<file path="config.mk">
export PLATFORM = sky130hd
export DESIGN_NAME = trig_cfg_parser
export DESIGN_NICKNAME = d
export VERILOG_FILES = /design/src/rtl/trig_pkg.sv /design/src/rtl/cfg_le_shift.sv /design/src/rtl/trig_cfg_parser.sv
export SDC_FILE = /design/constraint.sdc
export NUM_CORES = 1
export LEC_CHECK = 0
export BUFFER_PORTS_ARGS = -buffer_cell sky130_fd_sc_hd__buf_4
export CORE_UTILIZATION = 50
export CTS_CLUSTER_DIAMETER = 150
export CTS_CLUSTER_SIZE = 30
export DETAILED_ROUTE_END_ITERATION = 7
export GPL_TIMING_DRIVEN = 0
export HOLD_SLACK_MARGIN = 0.08
export PLACE_DENSITY = 0.7
export SYNTH_ARGS = -nofsm -noshare
export SYNTH_HDL_FRONTEND = slang
export SYNTH_SLANG_ARGS = --single-unit
</file>
<file path="constraint.sdc">
create_clock -name clk -period 2.9 [get_ports clk]
set_clock_uncertainty 0.05 [all_clocks]
set_input_delay 0.58 -clock clk [delete_from_list [all_inputs] [get_ports clk]]
set_output_delay 0.58 -clock clk [all_outputs]
set_load 0.05 [all_outputs]
</file>
<file path="src/rtl/trig_pkg.sv">
// rtl/trig_pkg.sv - shared types and constants for the trigger configuration parser
package trig_pkg;

    // Parser states, in frame order; DONE/FAIL hold the handshake until activate falls
    typedef enum logic [2:0] {
        ST_IDLE = 3'd0,
        ST_MODE = 3'd1,
        ST_LBND = 3'd2,
        ST_UBND = 3'd3,
        ST_HOLD = 3'd4,
        ST_CSUM = 3'd5,
        ST_DONE = 3'd6,
        ST_FAIL = 3'd7
    } trig_state_e;

    // Edge-mode codes carried in mode[1:0]; code 0 behaves like rise
    localparam logic [1:0] EDGE_RISE = 2'd1;
    localparam logic [1:0] EDGE_FALL = 2'd2;
    localparam logic [1:0] EDGE_BOTH = 2'd3;

    localparam int HOLDOFF_W = 16;

    // Mid-scale threshold used as the power-on bound: 2^(w-1) - 1
    function automatic logic [31:0] reset_bound(input int sample_w);
        logic [31:0] one;
        one = 32'd1;
        return (one << (sample_w - 1)) - 32'd1;
    endfunction

endpackage

</file>
<file path="src/rtl/cfg_le_shift.sv">
// rtl/cfg_le_shift.sv - byte-wise LSB-first field assembler with byte counter
module cfg_le_shift #(
    parameter int W  = 8,
    parameter int NB = 1
) (
    input  logic         clk,
    input  logic         rst,
    input  logic         clr_i,
    input  logic         en_i,
    input  logic [7:0]   data_i,
    output logic [W-1:0] value_o,
    output logic         last_o
);

    localparam int SW = NB * 8;
    localparam int CW = (NB > 1) ? $clog2(NB) : 1;

    logic [SW-1:0] sh_q, sh_d, sh_in;
    logic [CW-1:0] cnt_q, cnt_d;

    // New bytes enter at the top and move down, so the first byte ends up in bits [7:0]
    generate
        if (NB == 1) begin : g_one
            assign sh_in = data_i;
        end else begin : g_multi
            assign sh_in = {data_i, sh_q[SW-1:8]};
        end
    endgenerate

    // Bits of the top byte beyond W carry no meaning and are dropped here
    generate
        if (SW > W) begin : g_trim
            logic unused_hi;
            assign unused_hi = ^sh_q[SW-1:W];
        end
    endgenerate

    assign value_o = sh_q[W-1:0];
    assign last_o  = (cnt_q == CW'(NB - 1));

    // Next-state: clear on frame start, shift and count on each accepted byte
    always_comb begin
        sh_d  = sh_q;
        cnt_d = cnt_q;
        if (clr_i) begin
            sh_d  = '0;
            cnt_d = '0;
        end else if (en_i) begin
            sh_d  = sh_in;
            cnt_d = last_o ? '0 : cnt_q + CW'(1);
        end
    end

    // Shadow storage and byte counter registers
    always_ff @(posedge clk) begin
        if (!rst) begin
            sh_q  <= '0;
            cnt_q <= '0;
        end else begin
            sh_q  <= sh_d;
            cnt_q <= cnt_d;
        end
    end

endmodule

</file>
<file path="src/rtl/trig_cfg_parser.sv">
// rtl/trig_cfg_parser.sv - framed trigger configuration receiver with validated commit
module trig_cfg_parser
    import trig_pkg::*;
#(
    parameter int CH_COUNT    = 2,
    parameter int SAMPLE_W    = 8,
    parameter int TIMEOUT_CYC = 1_000_000
) (
    input  logic                                  clk,
    input  logic                                  rst,
    input  logic                                  activate,
    output logic                                  done,
    output logic                                  err,
    input  logic [7:0]                            rx_data,
    input  logic                                  rx_ready,
    output logic                                  cfg_valid,
    output logic [((CH_COUNT > 1) ? $clog2(CH_COUNT) : 1)-1:0] trig_src,
    output logic                                  en_rise,
    output logic                                  en_fall,
    output logic [SAMPLE_W-1:0]                   lower_bound,
    output logic [SAMPLE_W-1:0]                   upper_bound,
    output logic [HOLDOFF_W-1:0]                  holdoff
);

    localparam int NB    = (SAMPLE_W + 7) / 8;
    localparam int SRC_W = (CH_COUNT > 1) ? $clog2(CH_COUNT) : 1;
    localparam int TMO_W = $clog2(TIMEOUT_CYC);

    localparam logic [TMO_W-1:0]    TMO_RELOAD = TMO_W'(TIMEOUT_CYC - 1);
    localparam logic [4:0]          CH_LIM     = 5'(CH_COUNT);
    localparam logic [SAMPLE_W-1:0] RST_BND    = SAMPLE_W'(reset_bound(SAMPLE_W));

    trig_state_e state_q, state_d;

    // Shadow copy of the mode byte; bits [3:2] are not kept
    logic [1:0]           edge_q, edge_d;
    logic [3:0]           chan_q, chan_d;
    logic [7:0]           xor_q, xor_d;
    logic [TMO_W-1:0]     tmo_q, tmo_d;

    // Live configuration, only written on commit
    logic [SRC_W-1:0]     src_q, src_d;
    logic                 rise_q, rise_d;
    logic                 fall_q, fall_d;
    logic [SAMPLE_W-1:0]  lower_q, lower_d;
    logic [SAMPLE_W-1:0]  upper_q, upper_d;
    logic [HOLDOFF_W-1:0] hold_q, hold_d;
    logic                 cfg_valid_q, cfg_valid_d;

    logic                 frame_start;
    logic                 lb_en, ub_en, ho_en;
    logic                 lb_last, ub_last, ho_last;
    logic [SAMPLE_W-1:0]  lb_val, ub_val;
    logic [HOLDOFF_W-1:0] ho_val;
    logic                 chk_ok;

    assign frame_start = (state_q == ST_IDLE) && activate;
    assign lb_en       = rx_ready && activate && (state_q == ST_LBND);
    assign ub_en       = rx_ready && activate && (state_q == ST_UBND);
    assign ho_en       = rx_ready && activate && (state_q == ST_HOLD);

    cfg_le_shift #(.W(SAMPLE_W), .NB(NB)) u_lbnd (
        .clk    (clk),
        .rst    (rst),
        .clr_i  (frame_start),
        .en_i   (lb_en),
        .data_i (rx_data),
        .value_o(lb_val),
        .last_o (lb_last)
    );

    cfg_le_shift #(.W(SAMPLE_W), .NB(NB)) u_ubnd (
        .clk    (clk),
        .rst    (rst),
        .clr_i  (frame_start),
        .en_i   (ub_en),
        .data_i (rx_data),
        .value_o(ub_val),
        .last_o (ub_last)
    );

    cfg_le_shift #(.W(HOLDOFF_W), .NB(2)) u_hold (
        .clk    (clk),
        .rst    (rst),
        .clr_i  (frame_start),
        .en_i   (ho_en),
        .data_i (rx_data),
        .value_o(ho_val),
        .last_o (ho_last)
    );

    // Frame is good when the checksum byte cancels the running XOR and the fields are sane
    assign chk_ok = ((xor_q ^ rx_data) == 8'h00)
                 && ({1'b0, chan_q} < CH_LIM)
                 && (lb_val <= ub_val);

    // Frame sequencing, timeout and commit decision
    always_comb begin
        state_d     = state_q;
        edge_d      = edge_q;
        chan_d      = chan_q;
        xor_d       = xor_q;
        tmo_d       = tmo_q;
        src_d       = src_q;
        rise_d      = rise_q;
        fall_d      = fall_q;
        lower_d     = lower_q;
        upper_d     = upper_q;
        hold_d      = hold_q;
        cfg_valid_d = 1'b0;

        unique case (state_q)
            ST_IDLE: begin
                if (activate) begin
                    state_d = ST_MODE;
                    edge_d  = '0;
                    chan_d  = '0;
                    xor_d   = '0;
                    tmo_d   = TMO_RELOAD;
                end
            end
            ST_MODE, ST_LBND, ST_UBND, ST_HOLD, ST_CSUM: begin
                if (!activate) begin
                    state_d = ST_IDLE;
                end else if (rx_ready) begin
                    xor_d = xor_q ^ rx_data;
                    tmo_d = TMO_RELOAD;
                    unique case (state_q)
                        ST_MODE: begin
                            edge_d  = rx_data[1:0];
                            chan_d  = rx_data[7:4];
                            state_d = ST_LBND;
                        end
                        ST_LBND: if (lb_last) state_d = ST_UBND;
                        ST_UBND: if (ub_last) state_d = ST_HOLD;
                        ST_HOLD: if (ho_last) state_d = ST_CSUM;
                        default: begin
                            if (chk_ok) begin
                                state_d     = ST_DONE;
                                src_d       = chan_q[SRC_W-1:0];
                                rise_d      = (edge_q != EDGE_FALL);
                                fall_d      = (edge_q == EDGE_FALL) || (edge_q == EDGE_BOTH);
                                lower_d     = lb_val;
                                upper_d     = ub_val;
                                hold_d      = ho_val;
                                cfg_valid_d = 1'b1;
                            end else begin
                                state_d = ST_FAIL;
                            end
                        end
                    endcase
                end else if (tmo_q == '0) begin
                    state_d = ST_FAIL;
                end else begin
                    tmo_d = tmo_q - TMO_W'(1);
                end
            end
            default: begin
                if (!activate) state_d = ST_IDLE;
            end
        endcase
    end

    // State, shadow and live configuration registers
    always_ff @(posedge clk) begin
        if (!rst) begin
            state_q     <= ST_IDLE;
            edge_q      <= '0;
            chan_q      <= '0;
            xor_q       <= '0;
            tmo_q       <= '0;
            src_q       <= '0;
            rise_q      <= 1'b1;
            fall_q      <= 1'b0;
            lower_q     <= RST_BND;
            upper_q     <= RST_BND;
            hold_q      <= '0;
            cfg_valid_q <= 1'b0;
        end else begin
            state_q     <= state_d;
            edge_q      <= edge_d;
            chan_q      <= chan_d;
            xor_q       <= xor_d;
            tmo_q       <= tmo_d;
            src_q       <= src_d;
            rise_q      <= rise_d;
            fall_q      <= fall_d;
            lower_q     <= lower_d;
            upper_q     <= upper_d;
            hold_q      <= hold_d;
            cfg_valid_q <= cfg_valid_d;
        end
    end

    assign done        = (state_q == ST_DONE) || (state_q == ST_FAIL);
    assign err         = (state_q == ST_FAIL);
    assign cfg_valid   = cfg_valid_q;
    assign trig_src    = src_q;
    assign en_rise     = rise_q;
    assign en_fall     = fall_q;
    assign lower_bound = lower_q;
    assign upper_bound = upper_q;
    assign holdoff     = hold_q;

endmodule

</file>
==> out/results.ini, run 1 <==
[outcome]
outcome=finished, violations left
violations=DRC

[synth]
yosys_warnings=0
seq_area_frac_synth=0.460
synth_common_cells=106 x dfxtp_1, 78 x nor2_1, 55 x nand2_1, 50 x mux2i_1, 39 x a21oi_1
synth_fp_nets=535
netlist_instances=514
synth_edf_count=0
ys.flop_type=dfxtp_1
synth_top_area_frac=0.460
yosysTopAreaCell=dfxtp_1
synth.cell_area_um2=4620
ys_types=47
synth.most_common_cell=dfxtp_1
synth_async_sr_flop_share=0
ys_ff_latch=106
syn_avg_cell_area_um2=8.98
synth_area_leaders=dfxtp_1 46%, mux2i_1 11%, nor2_1 6.3%

[setup_path]
critPathSlowestCell=o31ai_1
path_delay_family=compound AO/OA/AOI/OAI gates
cpPeakStageDelay_ps=820
worstPathRequired_ps=3100
cp-end-kind=register
crit_chain=clkbuf_1 > nand2b_1 > o31ai_1 > clkbuf_1 > nor2_1
cp.arrival_ps=2570
cp_max_fo=10
crit_type=register to register
start_kind=register
crit_buf_inv=2
cp_common_cell=clkbuf_1

[hold_path]
min_path_type=register to register

[cts]
max-clock-path-buffers=2
cts-root-buf=clkbuf_8
numCtsBuffers=9
cts_tree=done
cts.sinks=106
clk_latency_ps=380
path_clk_slew_ps=100
hold_buffers=0
cts_resized=0
cts_htree_levels=3
cts_setup_buffers=0

[grt]
grt_pass1_wl_um=17200
grt_use_total=0.223
grt_pass1_vias=3506
grt_overflow_total=0
grt_max_degree=20
antenna_found_initial=0

[power_and_ir_drop]
p_leak_nw=1.99
power.total_mw=3.47
max-vdd-ir-drop_mv=0.274
cellPowerDensity_nw_per_um2=661

[timing]
finalSetupViolCount=0
finalHoldViolCount=0
drv_slew=0
relSlewSlack=0.272
period_needed_ps=2380
fmax_mhz=421
fin_setup_tns_ps=0
rsz0062_at_grt=false
period_share=0.820
worst_pin_slew_ps=1080

[floorplan]
floorplan.initialDensity=0.522
dieHeight_um=98.1
num_rows=34
die_w_um=98.1
pin_count=50
core_um2=8850
die_area_um2=9620

[placement]
dpl.hpwl_um=7200
globalplace.congestion=0.807
io_buffers=42

[finish]
syn_to_final_growth_pct=13.8
finish.utilization=0.594
num_antenna_cells=0
nNetsFinal=588
drive_gt1_frac=0.133

[routing]
drc=3
viasPerCell=5.42
drt_iter0_drc=178
wl_per_cell_um=14.9
ant_nets=0
vias=3681
drt-pass1-iter-count=6
finalWirelength_um=10100

[job]
drv_cap=0

==> where the power goes <==
part	switching [mW]	internal, mW	total [mW]
registers	0.110	1.57	1.68
clock network	0.547	0.331	0.878
logic	0.586	0.332	0.918
total	1.24	2.23	3.47
==> logic make-up after synthesis <==
group                      synth area share
xor gates and xnor gates             0.0512
AOI/OAI and AO/OA                    0.0932
adders and majority gates            0.0244
DFF                                   0.460
buffers and inverters                0.0464
and+or+nand+nor                       0.217
muxes                                 0.108
==> worst min-delay path, delay by kind of cell (launching register included) <==
kind             cells  cell delay, ps
AO/OA/AOI/OAI        1              50
AND/OR/NAND/NOR      1              50
flip-flops           1             320
==> cell type report <==
type	instances	area [um^2]
plain buffers	35	165
clock buffers	9	124
clock inverters	6	62.6
fillers	807	3600
inverters	13	48.8
multi-input cells	360	2280
flip-flops and latches	106	2120
well taps	108	135
repair buffers	42	315
==> flip-flops by register name (all words and copies together), names as in the netlist, 2 cells and up <==
| name | flops |
|---|---|
| lower_bound | 8 |
| state_q | 3 |
| chan_q | 4 |
| u_hold.value_o | 16 |
| tmo_q | 20 |
| holdoff | 16 |
| xor_q | 8 |
| upper_bound | 8 |
| u_ubnd.value_o | 8 |
| edge_q | 2 |
| u_lbnd.value_o | 8 |
==> final timing paths <==
check | slack [ps] | to | start | cells after the start
worst max-delay path | 520 | u_lbnd.value_o[6] | state_q[2] | 5
worst min-delay path | 410 | u_hold.value_o[2] | u_hold.value_o[2] | 2
worst max register to register | 520 | u_lbnd.value_o[6] | state_q[2] | 5
worst min register to register | 410 | u_hold.value_o[2] | u_hold.value_o[2] | 2
==> metal layers <==
layer,part of all wire,track usage,up-vias,wire length (um)
met5,0,0,-,0
met4,0.0093,0.0466,0,94
met3,0.035,0.0487,10,356
met2,0.47,0.364,55,4790
met1,0.48,0.303,1753,4880
li1,-,-,1863,-
==> cells in the final DEF, fill, tap and decap left out, types with 3 or more instances in the layout <==
master,Yosys,routed
dfxtp_1,106,106
nor2_1,78,78
nand2_1,55,55
mux2i_1,50,50
buf_4,1,43
a21oi_1,39,39
clkbuf_1,25,25
xor2_1,23,23
inv_1,13,13
o21ai_0,12,12
nand3_1,11,11
nand3b_1,9,9
ha_1,9,9
clkbuf_8,0,9
nor4_1,8,8
nand4_1,6,6
a22oi_1,6,6
buf_2,5,5
nor2b_1,5,5
nand4b_1,4,4
xnor2_1,4,4
and3_1,3,3
nor3_1,3,3
o211ai_1,3,3
buf_6,3,3
==> per-stage QoR <==
stage                     worst slack (ps)  area [um^2]  std cells  hold WS (ps)
after floorplan                        694         4620        514           386
after global placement                 217         5070        664           398
after detailed placement               213         5070        664           399
after CTS                              492         5250        679           413
after global routing                   279         5250        679           432
final                                  522         5250        679           413
(Power assumes the default switching activity.)
==> run 2: changes to the inputs <==
- ABC_AREA: unset -> 1
- PLACE_DENSITY: 0.7 -> 0.69
- clock period: 2.9 -> 2.35 ns (I/O delays scaled with it)
==> out/results.ini, run 2 <==
[synth]
seq_area_frac_synth=0.414  ; -0.0459
yosysTopAreaCell=dfxtp_1
ys.flop_type=dfxtp_1
synth_edf_count=0  ; unchanged
synth_area_leaders=dfxtp_1 41%, nand2_1 13%, nor2_1 7.1%
netlist_instances=705  ; +37%
synth_common_cells=173 x nand2_1, 106 x dfxtp_1, 97 x nor2_1, 81 x inv_1, 42 x a21oi_1
synth_top_area_frac=0.414  ; -0.0459
yosys_warnings=0  ; unchanged
ys_types=37  ; -21%
synth.cell_area_um2=5130  ; +11%
syn_avg_cell_area_um2=7.27  ; -19%
synth.most_common_cell=nand2_1
ys_ff_latch=106  ; unchanged
synth_async_sr_flop_share=0  ; unchanged
synth_fp_nets=726  ; +36%

[placement]
place_ws_ps=338  ; +126 ps
dpl_cell_area_um2=5660  ; +12%
dpl.cell_count=887  ; +34%
io_buffers=49  ; +17%
dpl.hpwl_um=9550  ; +33%
globalplace.congestion=0.938  ; +16%

[power_and_ir_drop]
p_comb_frac=0.403  ; +0.139
max-vdd-ir-drop_mv=0.476  ; +74%
switching_power_mw=2.37  ; +91%
cellPowerDensity_nw_per_um2=986  ; +49%
seq_power_share=0.372  ; -0.111
power.total_mw=5.80  ; +67%
internal-power_mw=3.43  ; +54%
p_clk_frac=0.224  ; -0.029
p_leak_nw=2.62  ; +32%
power.share.switching=0.408  ; +0.0501

[grt]
antenna_found_initial=0  ; unchanged
grt_max_degree=18  ; -10%
grt_pass1_vias=4312  ; +23%
grt_use_total=0.254  ; +0.0310
grt_overflow_total=0  ; unchanged
grt_pass1_wl_um=20300  ; +18%

[floorplan]
floorplan.initialDensity=0.520  ; -0.00185
num_rows=36  ; +5.9%
pin_count=50  ; unchanged
die_area_um2=10700  ; +11%
core_um2=9860  ; +11%
dieHeight_um=103  ; +5.3%
die_w_um=103  ; +5.3%

[job]
drv_cap=0  ; unchanged

[finish]
finish.utilization=0.597  ; +0.00330
finalNonFillerCells=903  ; +33%
final_area_um2=5890  ; +12%
final_common_cell=nand2_1
syn_to_final_growth_pct=14.8
max_flop_register=tmo_q
largest_reg_flops=20  ; unchanged
nNetsFinal=786  ; +34%
mostFrequentLayoutCells=173 x nand2_1, 106 x dfxtp_1, 97 x nor2_1, 81 x inv_1, 50 x buf_4
num_antenna_cells=0  ; unchanged
drive_gt1_frac=0.178  ; +0.0448

[cts]
path_clk_slew_ps=100  ; about the same
cts_setup_buffers=0  ; unchanged
cts.sinks=106  ; unchanged
cts_htree_levels=3  ; unchanged
cts-root-buf=clkbuf_8
cts_resized=0  ; unchanged
numCtsBuffers=9  ; unchanged
cts_tree=done
hold_buffers=0  ; unchanged
clk_latency_ps=380  ; about the same
max-clock-path-buffers=2  ; unchanged

[routing]
finalWirelength_um=12800  ; +27%
ant_nets=0  ; unchanged
wl_per_cell_um=14.2  ; -4.7%
viasPerCell=5.12  ; -5.5%
drc=0  ; -3
drt-pass1-iter-count=4  ; -2
vias=4625  ; +26%
drt_iter0_drc=217  ; +22%

[timing]
fin_setup_tns_ps=0  ; unchanged
fmax_mhz=497  ; +18%
period_needed_ps=2010  ; -364 ps
holdWs_ps=333  ; -80.0 ps
finalSetupViolCount=0  ; unchanged
period_share=0.857  ; +0.0370
worst_pin_slew_ps=638  ; -446 ps
drv_slew=0  ; unchanged
rsz0062_at_grt=false
relSlewSlack=0.574  ; +0.302
finalHoldViolCount=0  ; unchanged
finalWorstSetupSlack_ps=336  ; -186 ps

[hold_path]
min_path_type=input port to register

[setup_path]
r2r_start=u_ubnd.value_o[7]
cp.arrival_ps=2200  ; -370 ps
setup.worst_path.start=u_ubnd.value_o[7]
cp_max_fo=10  ; unchanged
timing.rr.end=upper_bound[6]
r2r_setup_slack_ps=340  ; -190 ps
cp-endpoint=upper_bound[6]
worstPathRequired_ps=2540  ; -560 ps
cp-end-kind=register
reg2reg_depth=10  ; +5
crit_type=register to register
start_kind=register

[outcome]
outcome=finished clean

run 2: worst min path at each step:
stage | startpoint | end | slack (ps) | depth (start not counted)
global route | rx_data[2] | u_lbnd.value_o[2] | 330 | 3
CTS | rx_data[0] | u_ubnd.value_o[0] | 320 | 3
detailed placement | en_fall | en_fall | 390 | 2
finish | rx_data[0] | u_ubnd.value_o[0] | 330 | 3
global placement | en_fall | en_fall | 390 | 2
floorplan | edge_q[0] | edge_q[0] | 380 | 2
run 2: power groups by stage:
| stage | combinational, mW | sequential (mW) | clock, mW |
|---|---|---|---|
| after floorplan | 1.83 | 2.16 | 0 |
| final | 2.34 | 2.16 | 1.30 |
| after CTS | 2.35 | 2.16 | 1.32 |
| after global routing | 2.62 | 2.19 | 1.39 |
| after detailed placement | 2.33 | 2.20 | 0 |
| after global placement | 2.29 | 2.19 | 0 |
run 2: final cells by class:
type / instances / area, um^2
fill: 905 / 3980
multi-input combinational: 481 / 2460
sequential: 106 / 2120
timing repair buffer: 49 / 368
inverter: 90 / 353
buffer: 28 / 195
tap: 133 / 166
clock buffer: 11 / 141
clock inverter: 5 / 85.1
run 2: kinds of logic after synthesis:
family	after synthesis	synth area share
XOR/XNOR	7	0.0120
AND/OR/NAND/NOR	349	0.298
flip-flops	106	0.414
buffers and inverters	118	0.107
adder cells (fa/ha/maj)	9	0.0220
AO/OA/AOI/OAI	116	0.147
run 2: critical path, cell delays in order (launching register included):
cell and delay [ps]:
dfxtp_1 350, inv_1 70, ha_1 310, nand2_1 70
nor2_1 160, nand4_1 100, nand2_1 160, nand3_4 190
buf_2 250, nand2_1 80, o211ai_1 100
run 2: metal layers:
metal,track usage,vias up,share of wire
li1,-,2366,-
met1,0.292,2147,0.43
met2,0.473,98,0.52
met3,0.0450,14,0.036
met4,0.0856,0,0.015
met5,0,-,0
